## config.mk

```make
export PLATFORM = sky130hd
export DESIGN_NAME = bcd_xs3_seq_conv_flat
export DESIGN_NICKNAME = d
export VERILOG_FILES = /design/src/rtl/bcd_xs3_seq_conv_if.sv /design/src/rtl/bcd_xs3_seq_conv.sv /design/src/flat_wrapper.sv
export SDC_FILE = /design/constraint.sdc
export NUM_CORES = 1
export LEC_CHECK = 0
export ABC_AREA = 1
export CAP_MARGIN = 30
export CORE_UTILIZATION = 24
export CTS_BUF_LIST = sky130_fd_sc_hd__clkbuf_8
export CTS_CLUSTER_DIAMETER = 60
export DETAILED_ROUTE_END_ITERATION = 8
export PLACE_DENSITY_LB_ADDON = 0.12
export SLEW_MARGIN = 20
export SYNTH_ARGS = -nofsm -noshare
export SYNTH_HDL_FRONTEND = slang
export SYNTH_SLANG_ARGS = --single-unit
```

## constraint.sdc

```tcl
create_clock -name clk -period 2.96 [get_ports clk]
set_input_delay 0.296 -clock clk [delete_from_list [all_inputs] [get_ports clk]]
set_output_delay 0.296 -clock clk [all_outputs]
set_load 0.02 [all_outputs]
```

## src/rtl/bcd_xs3_seq_conv_if.sv

```systemverilog
// Handshake bundle for the sequential BCD <-> Excess-3 converter.
// Define BCD_XS3_PARITY_EN to add the per-digit out_par signal.
interface bcd_xs3_seq_conv_if #(
    parameter int unsigned DIGITS = 4
);
    logic                  in_valid;
    logic                  in_ready;
    logic                  in_mode;
    logic [4*DIGITS-1:0]   in_data;
    logic                  out_valid;
    logic                  out_ready;
    logic [4*DIGITS-1:0]   out_data;
    logic [DIGITS-1:0]     out_err;
    logic                  busy;
`ifdef BCD_XS3_PARITY_EN
    logic [DIGITS-1:0]     out_par;

    modport master (
        output in_valid, in_mode, in_data, out_ready,
        input  in_ready, out_valid, out_data, out_err, busy, out_par
    );
    modport slave (
        input  in_valid, in_mode, in_data, out_ready,
        output in_ready, out_valid, out_data, out_err, busy, out_par
    );
`else
    modport master (
        output in_valid, in_mode, in_data, out_ready,
        input  in_ready, out_valid, out_data, out_err, busy
    );
    modport slave (
        input  in_valid, in_mode, in_data, out_ready,
        output in_ready, out_valid, out_data, out_err, busy
    );
`endif
endinterface

```

## src/rtl/bcd_xs3_seq_conv.sv

```systemverilog
// Multi-digit BCD <-> Excess-3 converter, one nibble per clock, LSD first.
// Define BCD_XS3_PARITY_EN to add even parity per converted digit (out_par).
module bcd_xs3_seq_conv #(
    parameter int unsigned DIGITS = 4
) (
    input  logic                  clk,
    input  logic                  rst_n,
    bcd_xs3_seq_conv_if.slave     bus
);
    localparam int unsigned W    = 4 * DIGITS;
    localparam int unsigned IdxW = (DIGITS > 1) ? $clog2(DIGITS) : 1;
    localparam logic [IdxW-1:0] LastIdx = IdxW'(DIGITS - 1);

    typedef enum logic [1:0] {StIdle, StConv, StDone} state_e;

    state_e            state_q;
    logic [IdxW-1:0]   idx_q;
    logic [W-1:0]      data_q;
    logic              mode_q;
    logic [W-1:0]      out_data_q;
    logic [DIGITS-1:0] out_err_q;
    logic              out_valid_q;
    logic              in_ready_q;
    logic              busy_q;
`ifdef BCD_XS3_PARITY_EN
    logic [DIGITS-1:0] out_par_q;
`endif

    logic [3:0] cur_nib;
    logic [3:0] conv_nib;
    logic       conv_err;

    always_comb begin
        cur_nib  = data_q[4*int'(idx_q) +: 4];
        conv_nib = 4'h0;
        conv_err = 1'b0;
        if (!mode_q) begin
            if (cur_nib <= 4'd9) conv_nib = cur_nib + 4'd3;
            else                 conv_err = 1'b1;
        end else begin
            if (cur_nib >= 4'd3 && cur_nib <= 4'd12) conv_nib = cur_nib - 4'd3;
            else                                     conv_err = 1'b1;
        end
    end

    always_ff @(posedge clk or negedge rst_n) begin
        if (!rst_n) begin
            state_q     <= StIdle;
            idx_q       <= '0;
            data_q      <= '0;
            mode_q      <= 1'b0;
            out_data_q  <= '0;
            out_err_q   <= '0;
            out_valid_q <= 1'b0;
            in_ready_q  <= 1'b0;
            busy_q      <= 1'b0;
`ifdef BCD_XS3_PARITY_EN
            out_par_q   <= '0;
`endif
        end else begin
            unique case (state_q)
                StIdle: begin
                    // in_ready comes up one edge after reset release
                    if (!in_ready_q) begin
                        in_ready_q <= 1'b1;
                    end else if (bus.in_valid) begin
                        data_q     <= bus.in_data;
                        mode_q     <= bus.in_mode;
                        out_data_q <= '0;
                        out_err_q  <= '0;
`ifdef BCD_XS3_PARITY_EN
                        out_par_q  <= '0;
`endif
                        idx_q      <= '0;
                        in_ready_q <= 1'b0;
                        busy_q     <= 1'b1;
                        state_q    <= StConv;
                    end
                end
                StConv: begin
                    out_data_q[4*int'(idx_q) +: 4] <= conv_nib;
                    out_err_q[idx_q]               <= conv_err;
`ifdef BCD_XS3_PARITY_EN
                    out_par_q[idx_q]               <= ^conv_nib;
`endif
                    if (idx_q == LastIdx) begin
                        idx_q       <= '0;
                        out_valid_q <= 1'b1;
                        state_q     <= StDone;
                    end else begin
                        idx_q <= idx_q + IdxW'(1);
                    end
                end
                StDone: begin
                    if (bus.out_ready) begin
                        out_valid_q <= 1'b0;
                        in_ready_q  <= 1'b1;
                        busy_q      <= 1'b0;
                        state_q     <= StIdle;
                    end
                end
                default: state_q <= StIdle;
            endcase
        end
    end

    assign bus.in_ready  = in_ready_q;
    assign bus.out_valid = out_valid_q;
    assign bus.out_data  = out_data_q;
    assign bus.out_err   = out_err_q;
    assign bus.busy      = busy_q;
`ifdef BCD_XS3_PARITY_EN
    assign bus.out_par   = out_par_q;
`endif

endmodule

```

## src/flat_wrapper.sv

```systemverilog
// flat-port wrapper written by rule: the top's interface ports become plain ports
module bcd_xs3_seq_conv_flat 
#(
    parameter int unsigned DIGITS = 4
)
  (clk, rst_n, bus_in_valid, bus_in_mode, bus_in_data, bus_out_ready, bus_in_ready, bus_out_valid, bus_out_data, bus_out_err, bus_busy);
  bcd_xs3_seq_conv_if #(.DIGITS(DIGITS)) bus_i ();
  input  logic clk;
  input  logic rst_n;
  input wire logic [$bits(bus_i.in_valid)-1:0] bus_in_valid;
  input wire logic [$bits(bus_i.in_mode)-1:0] bus_in_mode;
  input wire logic [$bits(bus_i.in_data)-1:0] bus_in_data;
  input wire logic [$bits(bus_i.out_ready)-1:0] bus_out_ready;
  output wire logic [$bits(bus_i.in_ready)-1:0] bus_in_ready;
  output wire logic [$bits(bus_i.out_valid)-1:0] bus_out_valid;
  output wire logic [$bits(bus_i.out_data)-1:0] bus_out_data;
  output wire logic [$bits(bus_i.out_err)-1:0] bus_out_err;
  output wire logic [$bits(bus_i.busy)-1:0] bus_busy;
  assign bus_i.in_valid = bus_in_valid;
  assign bus_i.in_mode = bus_in_mode;
  assign bus_i.in_data = bus_in_data;
  assign bus_i.out_ready = bus_out_ready;
  assign bus_in_ready = bus_i.in_ready;
  assign bus_out_valid = bus_i.out_valid;
  assign bus_out_data = bus_i.out_data;
  assign bus_out_err = bus_i.out_err;
  assign bus_busy = bus_i.busy;
  bcd_xs3_seq_conv #(.DIGITS(DIGITS)) u_core (.clk(clk), .rst_n(rst_n), .bus(bus_i));
endmodule
```

==> results.toml, run 1 <==
[clocking]
clkTransAtPathRegs_ns = 0.09
clk_latency_ns = 0.29
max-clock-path-buffers = 2
cts_root_buf = "clkbuf_8"
post_cts_buffers = 0
cts_tree = "built"
cts_sinks = 44
numCtsBuffers = 5
cts_max_level = 2

[timing]
rsz0062_at_grt = "no"
setup_violations = 0
fmax_mhz = 454
layout_min_cycle_time_ns = 2.20
slew_headroom = 0.677
skew_ns = 0.00328
tightest_slew_ns = 0.485
slew_violations = 0
fin_ws_ns = 0.757
setup_tns_ns = 0
final_hold_viol_count = 0
fin_crit_sh = 0.744

[worst_setup_path]
r2r_end = "u_core.bus.out_data[13]"
cp_max_fo = 12
rrSetupSlack_ns = 0.76
critical_path.startpoint = "u_core.idx_q[0]"
path_class = "flip-flop to flip-flop"
critPathRequiredTime_ns = 3.15
r2r-start = "u_core.idx_q[0]"
r2r_cells = 13
setup.worst_path.end_class = "flip-flop"
critPathCapture = "u_core.bus.out_data[13]"
cp-start-kind = "flip-flop"
crit_arrival_ns = 2.39

[synthesis]
post_synth.cell_area_avg_um2 = 8.02
synth_area_um2 = 2410
ys_ff_latch = 44
synth_nets = 328
synth_area_leader_cell = "dfrtp_1"
ys_seq_area_frac = 0.458
synth_area_leaders = "dfrtp_1 (46%), nand2_1 (19%), nand2_2 (3.9%)"
ys_types = 27
netlist.area_leader.share = 0.458
yosys_warnings = 0
synth_cells = 300

[die]
rows = 36
die_h_um = 102
die_w_um = 102
ios = 44
die_area_um2 = 10400
coreArea_um2 = 9730
start_util = 0.247

[cells_and_area]
area_growth_pct = 27.5
num-nets-final = 373
post-route-util = 0.315
layout.cells.non_filler = 478
antennaDiodeCount = 0
mostFrequentLayoutCells = "nand2_1 (123), dfrtp_1 (44), clkdlybuf4s50_1 (42), nand3_1 (18), inv_1 (16)"
final_common_cell = "nand2_1"
final_area_um2 = 3070
drive_gt1_frac = 0.165

[global_routing]
grt_max_degree = 27
grt_pass1_wl_mm = 9.72
grt_pass1_vias = 1952
grtUsageTotal = 0.122
grt.overflow.total = 0
antenna_found_initial = 0

[power_and_ir_drop]
combPwrFrac = 0.591
internal_power_mw = 1.70
max-vdd-ir-drop_mv = 0.295
total_leakage_power_nw = 1.51
p_seq_frac = 0.300
p_per_area_nw_per_um2 = 1120
clkPwrFrac = 0.109
switching_share = 0.506
p_switching_mw = 1.74

[placement]
dpl_cell_area_um2 = 2980
dp_hpwl_mm = 4.52
dp.cells = 470
dpl_worst_slack_ns = 0.747
io_buffers = 43
gp_congestion = 0.890

[drt]
vias_per_cell = 4.16
wirelength_mm = 5.76
drt_first_pass_iters = 4
final_antenna_net_count = 0
vias = 1988
drt_iter0_drc = 68
routedWlPerCell_um = 12.1
drcViolationCount = 0

[flow_run]
drv_cap = 0

[min_path]
min_path_type = "primary input to asynchronous set/reset pin"

[status]
status = "complete, no violations"
how the worst min path moves through the flow:
| stage | startpoint | end | slack [ns] | cells after the start |
|---|---|---|---|---|
| floorplan | rst_n | u_core.bus.busy | 0.0004 | 0 |
| global placement | u_core.bus.out_data[10] | u_core.bus.out_data[10] | 0.46 | 2 |
| detailed placement | rst_n | u_core.bus.out_data[11] | 0.29 | 1 |
| CTS | u_core.bus.out_data[5] | u_core.bus.out_data[5] | 0.49 | 2 |
| global route | u_core.bus.out_data[7] | u_core.bus.out_data[7] | 0.50 | 2 |
| finish | rst_n | u_core.bus.out_data[11] | 0.49 | 2 |
state kept, by name, summed over array words and instances (netlist names), 2 cells and up:
name	flops
u_core.data_q	16
u_core.state_q	2
u_core.bus.out_data	16
u_core.bus.out_err	4
u_core.idx_q	2
synth_stat cells:
master	instances
nand2_1	123
dfrtp_1	44
nand3_1	18
inv_1	16
nand2_2	15
nor2_1	11
o21ai_0	9
inv_2	8
nand3_2	8
nand4_1	8
ha_1	7
nand2_4	5
buf_2	4
o21ai_1	4
nor2_2	3
o21ai_2	3
buf_6	2
clkbuf_1	2
nor2_4	2
a21oi_1	1
buf_4	1
nand4_4	1
nor3_1	1
nor3_2	1
o22ai_1	1
o31ai_1	1
xor2_1	1
cells by family after synthesis:
logic type	Yosys count	synth area share
compound gates	19	0.0458
xor+xnor	1	0.00364
fa+ha+maj	7	0.0364
buf+inv	33	0.0614
flops	44	0.458
simple gates	196	0.395
what timing repair did:
item	in CTS	in global routing
hold buffers	1	0
hold endpoints to repair	18	0
resized for setup	0	0
setup endpoints to repair	0	0
routing by layer:
layer  GRT usage  part of all wire  vias to the layer above
li1            -                 -                     1034
met1       0.166              0.50                      908
met2       0.196              0.45                       40
met3      0.0253             0.034                        6
met4      0.0330             0.012                        0
met5           0                 0                        -
through the flow:
| stage | hold WS, ns | power [mW] |
|---|---|---|
| 2_1_floorplan | 0.000409 | 2.51 |
| 3_3_place_gp | 0.465 | 3.09 |
| 3_5_place_dp | 0.290 | 3.11 |
| 4_1_cts | 0.492 | 3.49 |
| 5_1_grt | 0.504 | 3.77 |
| 6_report | 0.488 | 3.44 |
power by group through the flow:
| stage | combinational [mW] | sequential [mW] | clock (mW) |
|---|---|---|---|
| 2_1_floorplan | 1.42 | 1.09 | 0 |
| 3_3_place_gp | 2.05 | 1.04 | 0 |
| 3_5_place_dp | 2.06 | 1.05 | 0 |
| 4_1_cts | 2.07 | 1.04 | 0.389 |
| 5_1_grt | 2.30 | 1.07 | 0.411 |
| 6_report | 2.03 | 1.03 | 0.373 |
critical path: stages, from the launching register on:
cell     delay [ns]
dfrtp_1        0.51
inv_2          0.30
nand2_2        0.09
nand3_1        0.08
nand2_1        0.10
ha_1           0.24
nor2_1         0.21
nor2_2         0.07
nor2_1         0.10
nor2_1         0.06
nand2_1        0.08
nand2_2        0.09
nand4_1        0.09
nand2_1        0.06
final cells by class:
class	instances	area, um^2
fill	1097	6660
multi-input combinational	223	1160
sequential	44	1100
timing repair buffer	47	470
tap	133	166
inverter	24	90.1
clock buffer	5	68.8
clock inverter	2	12.5
(Power assumes the default switching activity.)
==> inputs of run 2 (changes only) <==
==> constraint.sdc (replaced) <==
create_clock -name clk -period 1.99 [get_ports clk]
set_input_delay 0.199 -clock clk [delete_from_list [all_inputs] [get_ports clk]]
set_output_delay 0.199 -clock clk [all_outputs]
set_load 0.02 [all_outputs]
==> run 2 against run 1 <==
Effect of this change: power up 59%; setup slack worse by 0.58 ns; largest cell class unchanged; core utilization grew 1.6 points; first-iteration DRC count decreased by 34%; critical path type unchanged.
==> results.toml, run 2 (synthesis results as in run 1) <==
[global_routing]
grtUsageTotal = 0.121
grt_pass1_vias = 1919
grt.overflow.total = 0
grt_pass1_wl_mm = 9.75
grt_max_degree = 24
antenna_found_initial = 0

[power_and_ir_drop]
total_leakage_power_nw = 1.57
max-vdd-ir-drop_mv = 0.447
combPwrFrac = 0.622
power_mw = 5.46
p_seq_frac = 0.274
p_switching_mw = 2.71
clkPwrFrac = 0.104
p_per_area_nw_per_um2 = 1700
internal_power_mw = 2.75
switching_share = 0.497

[placement]
io_buffers = 43
dp.cells = 476
dp_hpwl_mm = 4.42
dpl_worst_slack_ns = 0.0413
gp_congestion = 0.775

[min_path]
min_path_type = "primary input to asynchronous set/reset pin"

[worst_setup_path]
crit_arrival_ns = 2.06
critical_path.startpoint = "u_core.idx_q[0]"
critPathRequiredTime_ns = 2.23
path_class = "flip-flop to flip-flop"
r2r_end = "u_core.bus.out_data[14]"
r2r-start = "u_core.idx_q[0]"
r2r_cells = 13
rrSetupSlack_ns = 0.17
setup.worst_path.end_class = "flip-flop"
cp_max_fo = 5
cp-start-kind = "flip-flop"
critPathCapture = "u_core.bus.out_data[14]"

[clocking]
cts_max_level = 2
max-clock-path-buffers = 2
cts_tree = "built"
cts_sinks = 44
cts_root_buf = "clkbuf_8"
clkTransAtPathRegs_ns = 0.09
numCtsBuffers = 5
clk_latency_ns = 0.30

[die]
start_util = 0.247
ios = 44
rows = 36
die_w_um = 102
die_h_um = 102
die_area_um2 = 10400
coreArea_um2 = 9730

[cells_and_area]
mostFrequentLayoutCells = "nand2_1 (119), dfrtp_1 (43), clkdlybuf4s50_1 (42), nand2_2 (18)"
fillers = 1082
final_common_cell = "nand2_1"
drive_gt1_frac = 0.223
layout.cells.non_filler = 488
num-nets-final = 382
area_growth_pct = 34.0
antennaDiodeCount = 0

[timing]
slew_headroom = 0.633
setup_violations = 0
tightest_slew_ns = 0.550
setup_tns_ns = 0
hold_ws_ns = 0.414
skew_ns = 0.00924
slew_violations = 0
rsz0062_at_grt = "no"
fin_crit_sh = 0.912
fmax_mhz = 551
layout_min_cycle_time_ns = 1.82
final_hold_viol_count = 0
fin_ws_ns = 0.175

[status]
status = "complete, no violations"

[drt]
vias = 2034
vias_per_cell = 4.17
routedWlPerCell_um = 11.9
drt_first_pass_iters = 4
drcViolationCount = 0
final_antenna_net_count = 0
wirelength_mm = 5.80
drt_iter0_drc = 45

[flow_run]
drv_cap = 0
==> run 2: cell count changes in the layout (fill, tap and decap cells not counted), moves of 2 or more <==
cell / previous run / this run
nand2_1: 123 / 119
ha_4: 0 / 3
nand3_2: 8 / 10
nand2_2: 15 / 18
buf_4: 2 / 9
nand3_1: 18 / 16
ha_1: 7 / 4
==> run 2: power groups by stage <==
stage          combinational, mW  sequential [mW]  clock, mW
6_report                    3.40             1.50      0.566
3_5_place_dp                3.17             1.50          0
3_3_place_gp                3.15             1.50          0
5_1_grt                     3.82             1.55      0.622
4_1_cts                     3.19             1.49      0.595
2_1_floorplan               2.12             1.62          0
==> run 2: cell type report <==
type	count	area, um^2	area share
multi-input combinational	223	1230	0.382
sequential	44	1100	0.342
clock inverter	3	18.8	0.00582
timing repair buffer	56	539	0.167
inverter	24	95.1	0.0295
tap	133	166	0.0516
clock buffer	5	68.8	0.0214
==> run 2: worst min-delay path by stage <==
stage                   start                     to  slack [ns]  depth (start not counted)
2_1_floorplan           rst_n        u_core.bus.busy        -0.1                          0
3_3_place_gp            rst_n  u_core.bus.out_err[3]        0.23                          1
3_5_place_dp            rst_n  u_core.bus.out_err[3]        0.23                          1
4_1_cts        bus_in_data[7]       u_core.data_q[7]        0.42                          3
5_1_grt        bus_in_data[0]       u_core.data_q[0]        0.44                          3
6_report                rst_n  u_core.bus.out_err[3]        0.41                          2
==> run 2: critical path, stage by stage, from the launching register on <==
cell and delay [ns]:
dfrtp_2 0.47, buf_6 0.15, nand2_1 0.06, nand3_1 0.08
nand2_2 0.14, ha_4 0.16, inv_1 0.04, nand3_2 0.08
nand2_2 0.06, nor2_4 0.11, nand2_1 0.07, nand2_2 0.11
nand4_1 0.12, nand2_1 0.09
==> run 2: layer usage <==
metal / GRT usage / share of wire / up-vias / wire, um
met1: 0.174 / 0.51 / 942 / 2980
li1: - / - / 1053 / -
met4: 0.0363 / 0.011 / 0 / 66
met5: 0 / 0 / - / 0
met2: 0.183 / 0.44 / 35 / 2550
met3: 0.0226 / 0.036 / 4 / 211
==> run 2: stage by stage <==
stage	instance area (um^2)	util
3_3_place_gp	3020	0.310
4_1_cts	3120	0.320
6_report	3220	0.331
2_1_floorplan	2410	-
5_1_grt	3220	0.331
3_5_place_dp	3020	0.310
==> run 2: timing repair <==
| item | in CTS | in global routing |
|---|---|---|
| hold endpoints to repair | 21 | 0 |
| gates resized for setup | 0 | 20 |
| setup endpoints to repair | 0 | 17 |
| hold buffers | 1 | 0 |
| buffers inserted | 0 | 2 |
==> inputs of run 3 (changes only) <==
--- a/config.mk
+++ b/config.mk
@@ -10,8 +10,10 @@
 export CORE_UTILIZATION = 24
 export CTS_BUF_LIST = sky130_fd_sc_hd__clkbuf_8
 export CTS_CLUSTER_DIAMETER = 60
+export CTS_CLUSTER_SIZE = 20
 export DETAILED_ROUTE_END_ITERATION = 8
 export PLACE_DENSITY_LB_ADDON = 0.12
+export SETUP_SLACK_MARGIN = 0.3
 export SLEW_MARGIN = 20
 export SYNTH_ARGS = -nofsm -noshare
 export SYNTH_HDL_FRONTEND = slang
==> run 3 against run 2 <==
Effect of this change: die area did not move; worst hold slack got worse by 0.030 ns; combinational power rose by 16%; cell area rose by 7.1%; first-iteration DRC count rose by 13%.
==> results.toml, run 3 (synthesis results as in run 1) <==
[drt]
routedWlPerCell_um = 11.9
drt_iter0_drc = 51
final_antenna_net_count = 0
vias_per_cell = 4.16
vias = 2074
wirelength_mm = 5.95
drt_first_pass_iters = 4
drcViolationCount = 0

[cells_and_area]
final_common_cell = "nand2_1"
fillers = 1074
num-nets-final = 392
area_growth_pct = 43.5
multi_input_area_um2 = 1340
drive_gt1_frac = 0.288
post-route-util = 0.355
antennaDiodeCount = 0
mostFrequentLayoutCells = "nand2_1 (112), clkdlybuf4s50_1 (42), dfrtp_1 (42), nand2_2 (19)"
area.sequential_um2 = 1100

[timing]
layout_min_cycle_time_ns = 1.78
setup_violations = 0
fmax_mhz = 562
skew_ns = 0.0111
tightest_slew_ns = 0.492
slew_violations = 0
slew_headroom = 0.672
fin_crit_sh = 0.895
rsz0062_at_grt = "yes"
hold_ws_ns = 0.384
setup_tns_ns = 0
final_hold_viol_count = 0

[global_routing]
grt.overflow.total = 0
grt_max_degree = 26
grtUsageTotal = 0.125
grt_pass1_vias = 2083
antenna_found_initial = 0
grt_pass1_wl_mm = 10.1

[die]
ios = 44
die_area_um2 = 10400
coreArea_um2 = 9730
die_h_um = 102
die_w_um = 102
start_util = 0.247
rows = 36

[power_and_ir_drop]
max-vdd-ir-drop_mv = 0.539
p_per_area_nw_per_um2 = 1760
total_leakage_power_nw = 1.68
power_mw = 6.08

[placement]
dp_hpwl_mm = 4.44
io_buffers = 43
gp_congestion = 0.803

[worst_setup_path]
setup.worst_path.end_class = "flip-flop"
critical_path.startpoint = "u_core.idx_q[1]"
path_class = "flip-flop to flip-flop"
cp_max_fo = 11
critPathRequiredTime_ns = 2.24
crit_arrival_ns = 2.03
cp-start-kind = "flip-flop"
r2r-start = "u_core.idx_q[1]"

[clocking]
max-clock-path-buffers = 2
clk_latency_ns = 0.30
cts_sinks = 44
cts_max_level = 2
cts_root_buf = "clkbuf_8"
clkTransAtPathRegs_ns = 0.09
numCtsBuffers = 5
cts_tree = "built"

[flow_run]
drv_cap = 0

[status]
status = "complete, no violations"

[min_path]
min_path_type = "primary input to asynchronous set/reset pin"
## run 3: metrics by stage
step                      area, um^2  cells  setup slack, ns
final                           3450    498            0.210
after detailed placement        3060    475           0.0523
after global placement          3060    475           0.0425
after floorplan                 2450    300            0.304
after CTS                       3360    494            0.220
after global routing            3450    498           0.0989
## run 3: where the power goes
group / internal [mW] / switching (mW) / total [mW]
clock network: 0.285 / 0.333 / 0.618
registers: 1.24 / 0.269 / 1.51
logic: 1.63 / 2.32 / 3.96
total: 3.16 / 2.93 / 6.08
## run 3: layer usage
layer | vias to the layer above | global-route usage | routed length (um) | share of wire
li1 | 1080 | - | - | -
met1 | 958 | 0.167 | 2900 | 0.49
met2 | 28 | 0.207 | 2800 | 0.47
met3 | 8 | 0.0205 | 144 | 0.024
met4 | 0 | 0.0418 | 101 | 0.017
met5 | - | 0 | 0 | 0
## run 3: final timing paths
kind	to	slack [ns]	cells after the start
worst max-delay path	u_core.bus.out_data[15]	0.21	12
worst min-delay path	u_core.bus.out_data[6]	0.38	2
worst max register to register	u_core.bus.out_data[15]	0.21	12
worst min register to register	u_core.bus.out_data[8]	0.48	2
max in group asynchronous	u_core.idx_q[0]	1.08	3
min in group clk	u_core.data_q[11]	0.42	3
## run 3: area by class of cell
class | count | share of cell area
Multi-Input combinational cell | 223 | 0.388
Sequential cell | 44 | 0.320
Timing Repair Buffer | 66 | 0.188
Tap cell | 133 | 0.0482
Inverter | 24 | 0.0283
Clock buffer | 6 | 0.0239
Clock inverter | 2 | 0.00399
## run 3: repair_timing
action,in CTS,in global routing
pin swaps,24,25
hold buffers,1,0
buffers inserted,10,4
setup endpoints to repair,20,20
gates resized for setup,26,15
hold endpoints to repair,19,0
## run 3: critical path: stages (launching register included)
cell and delay, ns:
dfrtp_2 0.45, inv_4 0.17, nand3_2 0.12, nand2_4 0.11
ha_4 0.16, nor2_4 0.05, nor2_2 0.11, nor2_1 0.05
nor2_1 0.12, nand2_1 0.08, nand2_2 0.11, nand4_1 0.10
nand2_1 0.09
